$ cat config.mk
export PLATFORM = sky130hd
export DESIGN_NAME = branch_resolve_unit
export DESIGN_NICKNAME = d
export VERILOG_FILES = /design/src/rtl/branch_resolve_unit.sv
export SDC_FILE = /design/constraint.sdc
export NUM_CORES = 1
export LEC_CHECK = 0
export ABC_AREA = 0
export BUFFER_PORTS_ARGS = -buffer_cell sky130_fd_sc_hd__buf_2
export CAP_MARGIN = 30
export CORE_ASPECT_RATIO = 0.9
export CORE_MARGIN = 3
export CORE_UTILIZATION = 57
export CTS_CLUSTER_DIAMETER = 150
export DETAILED_ROUTE_END_ITERATION = 10
export PLACE_DENSITY = 0.81
export SYNTH_ARGS = -nofsm -noshare
export SYNTH_HDL_FRONTEND = slang
export SYNTH_SLANG_ARGS = --single-unit
$ cat constraint.sdc
create_clock -name clk -period 4.75 [get_ports clk]
set_input_delay 0 -clock clk [delete_from_list [all_inputs] [get_ports clk]]
set_output_delay 0 -clock clk [all_outputs]
set_load 0.05 [all_outputs]
$ cat src/rtl/branch_resolve_unit.sv
// Two-stage branch resolution unit: issue register (A) feeds the evaluator,
// output register (B) holds the resolved result until the writeback arbiter takes it.
module branch_resolve_unit #(
   parameter int unsigned DATA_WIDTH = 32,
   parameter int unsigned ROB_WIDTH  = 4,
   parameter int unsigned PREG_WIDTH = 7,
   parameter int unsigned CNT_WIDTH  = 16
) (
   input  logic                  clk,
   input  logic                  rst_n,
   input  logic                  i_valid,
   output logic                  o_ready,
   input  logic [DATA_WIDTH-1:0] i_op1,
   input  logic [DATA_WIDTH-1:0] i_op2,
   input  logic [DATA_WIDTH-1:0] i_pc,
   input  logic [DATA_WIDTH-1:0] i_imm,
   input  logic [3:0]            i_alu_op,
   input  logic [ROB_WIDTH-1:0]  i_rob_tag,
   input  logic [PREG_WIDTH-1:0] i_prd,
   input  logic                  i_pred_taken,
   input  logic [DATA_WIDTH-1:0] i_pred_target,
   input  logic                  i_flush,
   output logic                  o_valid,
   input  logic                  i_ready,
   output logic [ROB_WIDTH-1:0]  o_rob_tag,
   output logic [PREG_WIDTH-1:0] o_prd,
   output logic [DATA_WIDTH-1:0] o_result,
   output logic                  o_taken,
   output logic [DATA_WIDTH-1:0] o_target_addr,
   output logic                  o_mispredict,
   output logic                  o_redirect_valid,
   output logic [DATA_WIDTH-1:0] o_redirect_pc,
   output logic [CNT_WIDTH-1:0]  o_branch_count,
   output logic [CNT_WIDTH-1:0]  o_mispredict_count
);

   logic                  a_valid;
   logic [DATA_WIDTH-1:0] a_op1, a_op2, a_pc, a_imm, a_pred_target;
   logic [3:0]            a_alu_op;
   logic [ROB_WIDTH-1:0]  a_rob_tag;
   logic [PREG_WIDTH-1:0] a_prd;
   logic                  a_pred_taken;

   logic                  advance_b, a_to_b, capture, handoff;
   logic [DATA_WIDTH-1:0] pc_plus4, br_target, jalr_sum, target, next_addr;
   logic                  taken, lt_s, lt_u, mispredict;

   assign advance_b = !o_valid || i_ready;
   assign a_to_b    = a_valid && advance_b;
   assign o_ready   = (!a_valid || advance_b) && !i_flush;
   assign capture   = i_valid && o_ready;
   assign handoff   = o_valid && i_ready && !i_flush;

   assign pc_plus4  = a_pc + DATA_WIDTH'(4);
   assign br_target = a_pc + a_imm;
   assign jalr_sum  = a_op1 + a_imm;
   assign lt_s      = $signed(a_op1) < $signed(a_op2);
   assign lt_u      = a_op1 < a_op2;

   always_comb begin
      taken  = 1'b0;
      target = br_target;
      if (a_alu_op == 4'b1000) begin
         taken = 1'b1;
      end else if (a_alu_op == 4'b1001) begin
         taken  = 1'b1;
         target = {jalr_sum[DATA_WIDTH-1:1], 1'b0};
      end else begin
         // Bit 3 is a don't-care for conditional branches; only funct3 decodes.
         case (a_alu_op[2:0])
            3'b000:  taken = (a_op1 == a_op2);
            3'b001:  taken = (a_op1 != a_op2);
            3'b100:  taken = lt_s;
            3'b101:  taken = !lt_s;
            3'b110:  taken = lt_u;
            3'b111:  taken = !lt_u;
            default: taken = 1'b0;
         endcase
      end
   end

   assign next_addr  = taken ? target : pc_plus4;
   assign mispredict = (taken != a_pred_taken) || (taken && (target != a_pred_target));

   always_ff @(posedge clk or negedge rst_n) begin
      if (!rst_n) begin
         a_valid       <= 1'b0;
         a_op1         <= '0;
         a_op2         <= '0;
         a_pc          <= '0;
         a_imm         <= '0;
         a_alu_op      <= '0;
         a_rob_tag     <= '0;
         a_prd         <= '0;
         a_pred_taken  <= 1'b0;
         a_pred_target <= '0;
      end else if (i_flush) begin
         a_valid <= 1'b0;
      end else if (capture) begin
         a_valid       <= 1'b1;
         a_op1         <= i_op1;
         a_op2         <= i_op2;
         a_pc          <= i_pc;
         a_imm         <= i_imm;
         a_alu_op      <= i_alu_op;
         a_rob_tag     <= i_rob_tag;
         a_prd         <= i_prd;
         a_pred_taken  <= i_pred_taken;
         a_pred_target <= i_pred_target;
      end else if (a_to_b) begin
         a_valid <= 1'b0;
      end
   end

   always_ff @(posedge clk or negedge rst_n) begin
      if (!rst_n) begin
         o_valid       <= 1'b0;
         o_rob_tag     <= '0;
         o_prd         <= '0;
         o_result      <= '0;
         o_taken       <= 1'b0;
         o_target_addr <= '0;
         o_mispredict  <= 1'b0;
      end else if (i_flush) begin
         o_valid <= 1'b0;
      end else if (a_to_b) begin
         o_valid       <= 1'b1;
         o_rob_tag     <= a_rob_tag;
         o_prd         <= a_prd;
         o_result      <= pc_plus4;
         o_taken       <= taken;
         o_target_addr <= next_addr;
         o_mispredict  <= mispredict;
      end else if (handoff) begin
         o_valid <= 1'b0;
      end
   end

   // Redirect is registered off the handoff itself, so a flush arriving the
   // following cycle cannot cancel a pulse that has already been launched.
   always_ff @(posedge clk or negedge rst_n) begin
      if (!rst_n) begin
         o_redirect_valid   <= 1'b0;
         o_redirect_pc      <= '0;
         o_branch_count     <= '0;
         o_mispredict_count <= '0;
      end else begin
         o_redirect_valid <= handoff && o_mispredict;
         if (handoff && o_mispredict) begin
            o_redirect_pc <= o_target_addr;
         end
         if (handoff && (o_branch_count != '1)) begin
            o_branch_count <= o_branch_count + 1'b1;
         end
         if (handoff && o_mispredict && (o_mispredict_count != '1)) begin
            o_mispredict_count <= o_mispredict_count + 1'b1;
         end
      end
   end

endmodule

; ---- Word-level counts from Yosys, hierarchy flattened
; Cells that the tools add are included.
[totals]
register_bits = 320
input_bits = 181
output_inout_bits = 144
wordCells = 76
[classes]
addsub = 5
n_lt_le_gt_ge = 2
eq_ne = 13
muxes = 12
bitwise_logic = 1
n_reduce_logical = 22
[ops]
columns = cell, count
row1 = 32-bit two-way mux, 3
row2 = 32-bit adder, 2
row3 = 32-bit less-than comparator, 2
row4 = 32-bit != test, 2
row5 = 16-bit by 1-bit adder with 16-bit output (second input constant), 2
row6 = 32-bit by 3-bit adder with 32-bit output (second input constant), 1
row7 = 32-bit == test, 1
row8 = 16-bit != test (second input constant), 2
row9 = 3-bit == test (second input constant), 4
row10 = 1-bit logical AND, 9
row11 = 4-bit == test (second input constant), 2
row12 = 1-bit two-way mux, 8
row13 = 1-bit one-hot mux with 6 select lines, 1
row14 = 3-bit nonzero test, 2
row15 = 1-bit logical NOT, 5
row16 = 2-bit AND reduction, 2
row17 = 3-bit by 1-bit == test with 1-bit output (second input constant), 1
row18 = 3-bit logical NOT, 1
row19 = 1-bit logical OR, 3
row20 = 1-bit != test, 1
row21 = 1-bit inverter, 1

; ---- Logic depth before layout (Yosys ltp)
; Gate-level depths: netlist of run 1.
[logic_depth]
depth_word = 7
depth_mapped = 13
ltp_nobuf = 13

; ---- Worst setup path after synthesis of run 1
; Ideal clock, no wire load.
[synth_path]
path_kind = reg2reg
startpoint = register a_pc[0]
endpoint = register o_mispredict
setup_ns = 0.128
arrival_time_ns = 3.339
required_ns = 4.622
slack_ns = 1.283
path_stages_with_launch = 14
n_path_buf = 0
period_less_slack_ns = 3.467
path_cell_list = dfrtp_1 > ha_1 > fa_1 > a21o_1 > a221oi_2 > o221a_4 > o221ai_4 > nor3b_2 > nor4_2 > nand4_1 > nor4_2 > o2111ai_1 > a2111oi_2 > nor2_1
[synth_via]
elab_chain_cells = 6
[synth_rtl]
columns = item, line
row1 = "start, declared", 38  ; logic [DATA_WIDTH-1:0] a_op1, a_op2, a_pc, a_imm, a_pred_target;
row2 = "start signal, assigned", 103  ; a_pc <= i_pc;
row3 = 32-bit adder *, 55  ; assign br_target = a_pc + a_imm;
row4 = 32-bit two-way mux, 65  ; end else if (a_alu_op == 4'b1001) begin
row5 = 32-bit two-way mux *, 63  ; if (a_alu_op == 4'b1000) begin
row6 = 32-bit != test *, 83  ; assign mispredict = (taken != a_pred_taken) || (taken && (target != a_pred_target));
row7 = 1-bit logical AND *, 83
row8 = 1-bit logical OR *, 83
row9 = "end signal, assigned", 133  ; o_mispredict <= mispredict;
row10 = "end, declared", 30  ; output logic o_mispredict,
; Every way passes the cells marked *; elsewhere a longest branch is shown, timed or not.
; A chain may end at the register's enable or synchronous reset.

; ---- Worst setup path after layout of run 1
; Same ends and word-level chain as after synthesis.

==> results of run 1 <==
-- stage by stage --
stage	util, %	hold slack [ns]
4_1_cts	73.3	0.110
5_1_grt	73.3	0.160
3_5_place_dp	64.3	0.0796
2_1_floorplan	-	-0.296
6_report	73.3	0.0962
3_3_place_gp	64.3	0.0725
-- worst max-delay path, cell delays in order, from the launching register on --
cell and delay, ns:
dfrtp_1 0.41, ha_1 0.24, fa_1 0.41, a21o_1 0.20
a221oi_2 0.43, o221a_4 0.35, o221ai_4 0.16, nor3b_2 0.20
nor4_2 0.29, nand4_1 0.14, nor4_2 0.42, o2111ai_1 0.19
a2111oi_2 0.35, nor2_1 0.07
-- Yosys cell counts, types with 6 or more instances --
master,number
a211oi_1,17
a21o_1,23
a21oi_1,93
a31oi_1,12
and2_1,8
and3_1,23
and4_1,6
buf_1,6
clkbuf_1,59
dfrtp_1,320
ha_1,96
inv_1,60
mux2_2,220
mux2i_1,13
nand2_1,218
nand2b_1,6
nand3_1,53
nand4_1,28
nor2_1,92
nor2b_1,9
nor3_1,28
nor4_1,13
o211a_1,7
o211ai_1,20
o21a_1,9
o21ai_0,75
o21ai_1,29
o31ai_1,8
or3_1,14
xnor2_1,81
xor2_1,51
-- metal layers --
layer  global-route usage [%]  up-vias
met5                        0        -
met4                     8.58        0
met3                     4.67      108
met2                     54.2      774
met1                     45.8     7927
li1                         -     7562
-- flip-flops by register name (all words and copies together) (netlist names) --
name	cells
o_redirect_valid	1
o_redirect_pc	32
a_prd	7
o_branch_count	16
a_rob_tag	4
a_valid	1
a_alu_op	4
a_op1	32
o_mispredict	1
o_mispredict_count	16
a_pred_taken	1
o_target_addr	32
o_valid	1
o_prd	7
a_imm	32
o_result	32
a_pc	32
a_pred_target	32
o_taken	1
o_rob_tag	4
a_op2	32
-- power groups by stage --
stage / Combinational, mW / Sequential (mW) / Clock, mW
after floorplan: 2.73 / 4.87 / 0
after global placement: 5.08 / 3.84 / 0
after detailed placement: 5.17 / 3.87 / 0
after CTS: 5.32 / 3.82 / 2.67
after global routing: 5.81 / 3.92 / 2.79
final: 5.42 / 3.85 / 2.65
-- how the worst max path moves through the flow --
stage | end | slack (ns) | cells after the start
after global routing | o_mispredict$_DFFE_PN0P_ | 0.37 | 12
after global placement | o_mispredict$_DFFE_PN0P_ | 0.79 | 13
after detailed placement | o_mispredict$_DFFE_PN0P_ | 0.76 | 13
after floorplan | o_mispredict$_DFFE_PN0P_ | 1.28 | 13
after CTS | o_mispredict$_DFFE_PN0P_ | 0.74 | 13
final | o_mispredict$_DFFE_PN0P_ | 0.74 | 13
-- layout make-up --
| type | count | area share [%] |
|---|---|---|
| antenna | 3 | 0.0319 |
| clock buffer | 46 | 4.11 |
| clock inverter | 9 | 0.526 |
| inverter | 60 | 0.956 |
| multi-input combinational | 1370 | 43.0 |
| sequential | 320 | 34.0 |
| tap | 416 | 2.21 |
| timing repair buffer | 516 | 15.1 |
-- cells by family after synthesis --
kind of cell               count (synthesis)
adders and majority gates                 98
AOI/OAI and AO/OA                        365
DFF                                      320
and+or+nand+nor                          536
xor gates and xnor gates                 133
buffers and inverters                    139
muxes                                    238
-- timing repair --
action / 4_1_cts / 5_1_grt
setup endpoints to repair: 0 / 0
hold endpoints to repair: 271 / 0
hold buffers: 181 / 0
==> summary.md, run 1 <==
| Metric | Value |
|---|---|
| Fin. Hold Viols | `0` |
| Worst Path Max Fanout | `7` |
| Unrepaired setup endpoints after global routing | `false` |
| M1 WL | `25000 um` |
| Area of the die | `35100 um2` |
| Initial Utilization | `58.3%` |
| Area share of and/or/nand/nor cells after synthesis | `13.8%` |
| Worst EP required | `5.16 ns` |
| Top cell type's share of synthesized area | `42.8%` |
| Portion of netlist area occupied by mux cells | `14.2%` |
| Final Cell Area | `23600 um2` |
| CTS sink cnt | `320` |
| Dpl ws | `0.764 ns` |
| P_sw | `5.20 mW` |
| Core area | `32100 um2` |
| Largest net degree at the start of global routing | `112` |
| CTS Buf Count | `34` |
| RD Place Congestion | `0.938` |
| Die height | `178 um` |
| CTS root buf | `clkbuf_16` |
| FMAX | `249 MHz` |
| PortBufs | `324` |
| Most frequent cells in the layout | `buf_2, dfrtp_1, mux2_2, nand2_1, dlygate4sd3_1` |
| RR Startpoint | `a_pc[0]$_DFFE_PN0P_` |
| Endpoints failing setup | `0` |
| Gate power share | `45.4%` |
| Site Rows | `62` |
| H-tree levels | `2` |
| Fin crit period | `4.01 ns` |
| DRC | `0` |
| WL final | `58500 um` |
| Syn Inst Count | `1829` |
| EDFF count, synth | `0` |
| Reg2Reg Capture Point | `o_mispredict$_DFFE_PN0P_` |
| Largest family of logic cells by synthesized area | `multiplexers` |
| Highest Signal Layer | `met4` |
| Fin Setup TNS | `0 ns` |
| FF-to-FF path depth | `13` |
| Synth Area in Adders | `6.63%` |
| Placed Area | `20600 um2` |
| Worst Clk Skew | `0.0234 ns` |
| Total track usage | `32.8%` |
| Total design power | `11.9 mW` |
| Most common cell after layout, fill and taps aside | `buf_2` |
| Clk_lat worst skew | `0.54 ns` |
| Antenna Nets Post-Route | `0` |
| Flop pwr share | `32.3%` |
| Synth area leader | `dfrtp_1` |
| Final worst-path cycle share | `84.5%` |
| First-pass GRT wire length | `90000 um` |
| Total I/O pin count | `325` |
| Status | `complete, no violations` |
| Int Power | `6.72 mW` |
| Sw Ratio | `43.6%` |
| Net count, final | `2581` |
| Max-cap violation count | `0` |
| Non-Filler Instances | `2740` |
| Reg-to-reg slack, setup | `0.74 ns` |
| Initial antenna violation count | `2` |
| Post-Place Cells | `2501` |
| Multi-input logic area | `10100 um2` |
| Seq/Total Area, Yosys | `42.8%` |
| CP startpoint | `a_pc[0]$_DFFE_PN0P_` |
| Final Slew Violations | `0` |
| LEAKAGE | `11.1 nW` |
| CTS tree | `done` |
| Clock-pin slew on the worst setup and hold paths | `0.06 ns` |
| Ys Warns | `0` |
| Die X | `197 um` |
| Netlist Area Pre-Place | `18700 um2` |
| PostCTS Resize Cnt | `0` |
| Via Count | `16400` |
| Clock buffer depth | `3` |
| Yosys reg bits | `320` |
| Top cells by area, synth | `dfrtp_1, mux2_2, ha_1, nand2_1, xnor2_1` |
| Routed len/inst | `21.4 um` |
| 1st-pass router iterations | `6` |
| Distinct cell type count of the synthesized netlist | `93` |
| Synth-to-Final Area Change | `25.8%` |
| Number of global-route vias before repair | `16200` |
| Routed vias/inst | `5.97` |
| Share of layout cells above drive strength 1 | `27.6%` |
| Top FF cell, synth | `dfrtp_1` |
| Measured slew at the worst slew-check pin | `0.809 ns` |
| Clk pwr share | `22.2%` |
| WL met3 | `4550 um` |
| P per Cell Area | `506 nW/um2` |
| Post-CTS setup buffers | `0` |
| Critical path startpoint category | `flip-flop` |
| Slew Limit Headroom | `46.1%` |
| Starting DRT DRC Count | `1439` |
| Setup WS post-layout | `0.736 ns` |
| Sequential Area | `8010 um2` |
| Compound-cell area share of the yosys netlist | `13.1%` |
| Max VDD drop | `0.000347 V` |
| Gr ovfl total | `0` |
| Syn_nets | `2108` |
| Worst min path class | `in -> async` |
| Post-synth ARST share | `100%` |
| Critical Path AT | `4.43 ns` |
| Syn_area_per_cell | `10.2 um2` |
| WL met2 | `27500 um` |
| Xor/xnor share of the synthesized area | `6.31%` |
| Post-DP HPWL | `40100 um` |
| Crit path capture type | `flip-flop` |
| Setup CP Type | `reg -> reg` |
| Fill count | `2227` |
Power figures use the tool's default switching activity.
==> run 2, diff against run 1 <==
- clock period: 4.75 -> 3.7 ns (I/O delays scaled with it)
==> run 2 against run 1 <==
  * The flow now finishes with violations (setup timing)
  * Maximum frequency rose by 8.4%
  * Global-route usage rose by 1.5 points
  * Via count rose by 3.4%
  * Hold slack improved by 0.022 ns
  * Utilization rose by 2.5 points
  * Cell count rose by 3.0%
==> summary.md, run 2 (synthesized netlist as in run 1, its figures left out) <==
| Metric | Value |
|---|---|
| Clk pwr share | `20.7%` |
| Largest net degree at the start of global routing | `113` |
| PortBufs | `324` |
| Site Rows | `62` |
| Post-Place Cells | `2574` |
| Most common cell after layout, fill and taps aside | `buf_2` |
| Routed vias/inst | `5.99` |
| Int Power | `8.85 mW` |
| Crit-path slowest cell | `or4b_1` |
| Max stage delay on crit path | `0.52 ns` |
| Fin. Hold Viols | `0` |
| Via Count | `16900` |
| Die X | `197 um` |
| Total track usage | `34.3%` |
| Total I/O pin count | `325` |
| Reg2Reg Capture Point | `o_mispredict$_DFFE_PN0P_` |
| RD Place Congestion | `0.940` |
| Gate power share | `48.0%` |
| Core area | `32100 um2` |
| Fill count | `2095` |
| Worst Path Max Fanout | `6` |
| Initial Utilization | `58.3%` |
| Initial antenna violation count | `1` |
| Final worst-path cycle share | `100%` |
| Area of the die | `35100 um2` |
| CTS tree | `done` |
| Antenna Nets Post-Route | `0` |
| Max-cap violation count | `0` |
| Final Slew Violations | `0` |
| Slew Limit Headroom | `39.9%` |
| Starting DRT DRC Count | `1624` |
| P_sw | `6.97 mW` |
| CP startpoint | `a_op1[30]$_DFFE_PN0P_` |
| Non-Filler Instances | `2823` |
| Multi-input logic area | `10300 um2` |
| Sw Ratio | `44.1%` |
| Final hold slack | `0.118 ns` |
| LEAKAGE | `11.5 nW` |
| Flop pwr share | `31.2%` |
| Setup WS post-layout | `-0.00159 ns` |
| Cell breakdown of the critical path | `ha_1 -> and4_1 -> nand4_1 -> or3_1 -> or4b_1 -> a32oi_1 -> nand3_2 -> buf_4 -> or3_2 -> o21ai_0 -> nor2_1` |
| WL final | `61400 um` |
| Clock-pin slew on the worst setup and hold paths | `0.07 ns` |
| FF-to-FF path depth | `11` |
| Sequential Area | `8010 um2` |
| First-pass GRT wire length | `94300 um` |
| Setup CP Type | `reg -> reg` |
| Fin crit period | `3.70 ns` |
| P per Cell Area | `649 nW/um2` |
| CTS Buf Count | `34` |
| Clk_lat worst skew | `0.54 ns` |
| H-tree levels | `2` |
| Crit path capture type | `flip-flop` |
| CTS root buf | `clkbuf_16` |
| Critical path startpoint category | `flip-flop` |
| Max VDD drop | `0.000343 V` |
| Synth-to-Final Area Change | `30.1%` |
| Worst EP required | `4.11 ns` |
| Share of layout cells above drive strength 1 | `31.6%` |
| Die height | `178 um` |
| Post-layout util | `75.8%` |
| Gr ovfl total | `0` |
| 1st-pass router iterations | `5` |
| Critical Path AT | `4.12 ns` |
| Most frequent cells in the layout | `buf_2, dfrtp_1, mux2_2, nand2_1, dlygate4sd3_1` |
| Worst min path class | `in -> async` |
| DRC | `0` |
| RR Startpoint | `a_op1[30]$_DFFE_PN0P_` |
| Total design power | `15.8 mW` |
| Post-DP HPWL | `41600 um` |
| CTS sink cnt | `320` |
| Reg-to-reg slack, setup | `-0.002 ns` |
| Clock buffer depth | `3` |
| Worst Clk Skew | `0.0204 ns` |
| Status | `complete, but fails checks` |
| FMAX | `270 MHz` |
| Routed len/inst | `21.7 um` |
| Unrepaired setup endpoints after global routing | `true` |
| Measured slew at the worst slew-check pin | `0.901 ns` |
| Number of global-route vias before repair | `17000` |
| Endpoints failing setup | `1` |
| Net count, final | `2661` |
| Failing checks | `setup timing` |
[run 2: timing repair]
action / in CTS / in global routing
hold buffers: 181 / 0
setup buffers: 2 / 5
pin swaps: 8 / 16
gates resized for setup: 7 / 38
endpoints found under the setup margin: 1 / 2
hold endpoints to repair: 285 / 0
[run 2: cell type report]
class / count / area share [%]
multi-input combinational: 1370 / 42.5
tap: 416 / 2.14
sequential: 320 / 32.9
clock inverter: 14 / 0.431
inverter: 60 / 0.925
antenna: 2 / 0.0205
timing repair buffer: 596 / 17.3
clock buffer: 45 / 3.87
[run 2: layer usage]
metal	global-route usage (%)	vias to the layer above	routed length (um)
met5	0	-	12
met4	11.5	2	2140
met3	6.47	160	4880
met2	55.3	837	28100
met1	46.9	8213	26200
li1	-	7709	-
[run 2: metrics by stage]
stage	worst slack (ns)	setup TNS [ns]	cell area [um2]
floorplan	0.233	0	18700
CTS	0.0133	0	24100
global placement	-0.0251	-0.0251	21200
global route	-0.0529	-0.0529	24400
detailed placement	-0.0940	-0.0940	21200
finish	-0.00159	-0.00159	24400
[run 2: power groups by stage]
stage,clock network (mW),logic [mW],registers [mW]
detailed placement,0,7.03,4.96
global route,3.44,8.11,5.01
floorplan,0,3.50,6.26
CTS,3.29,7.26,4.90
finish,3.28,7.60,4.94
global placement,0,6.92,4.91
[run 2: worst max path at each step]
stage	endpoint	slack, ns	cells past startpoint
after floorplan	o_mispredict$_DFFE_PN0P_	0.23	13
after global placement	o_mispredict$_DFFE_PN0P_	-0.03	15
after detailed placement	o_mispredict$_DFFE_PN0P_	-0.09	15
after CTS	o_mispredict$_DFFE_PN0P_	0.01	14
after global routing	o_mispredict$_DFFE_PN0P_	-0.05	14
final	o_mispredict$_DFFE_PN0P_	-0.002	11
[run 2: critical path, delay by kind of cell, from the launching register on]
kind | cells | cell delay [ns]
fa+ha+maj | 1 | 0.38
simple gates | 7 | 2.09
flops | 1 | 0.44
compound gates | 2 | 0.44
buf+inv | 1 | 0.22
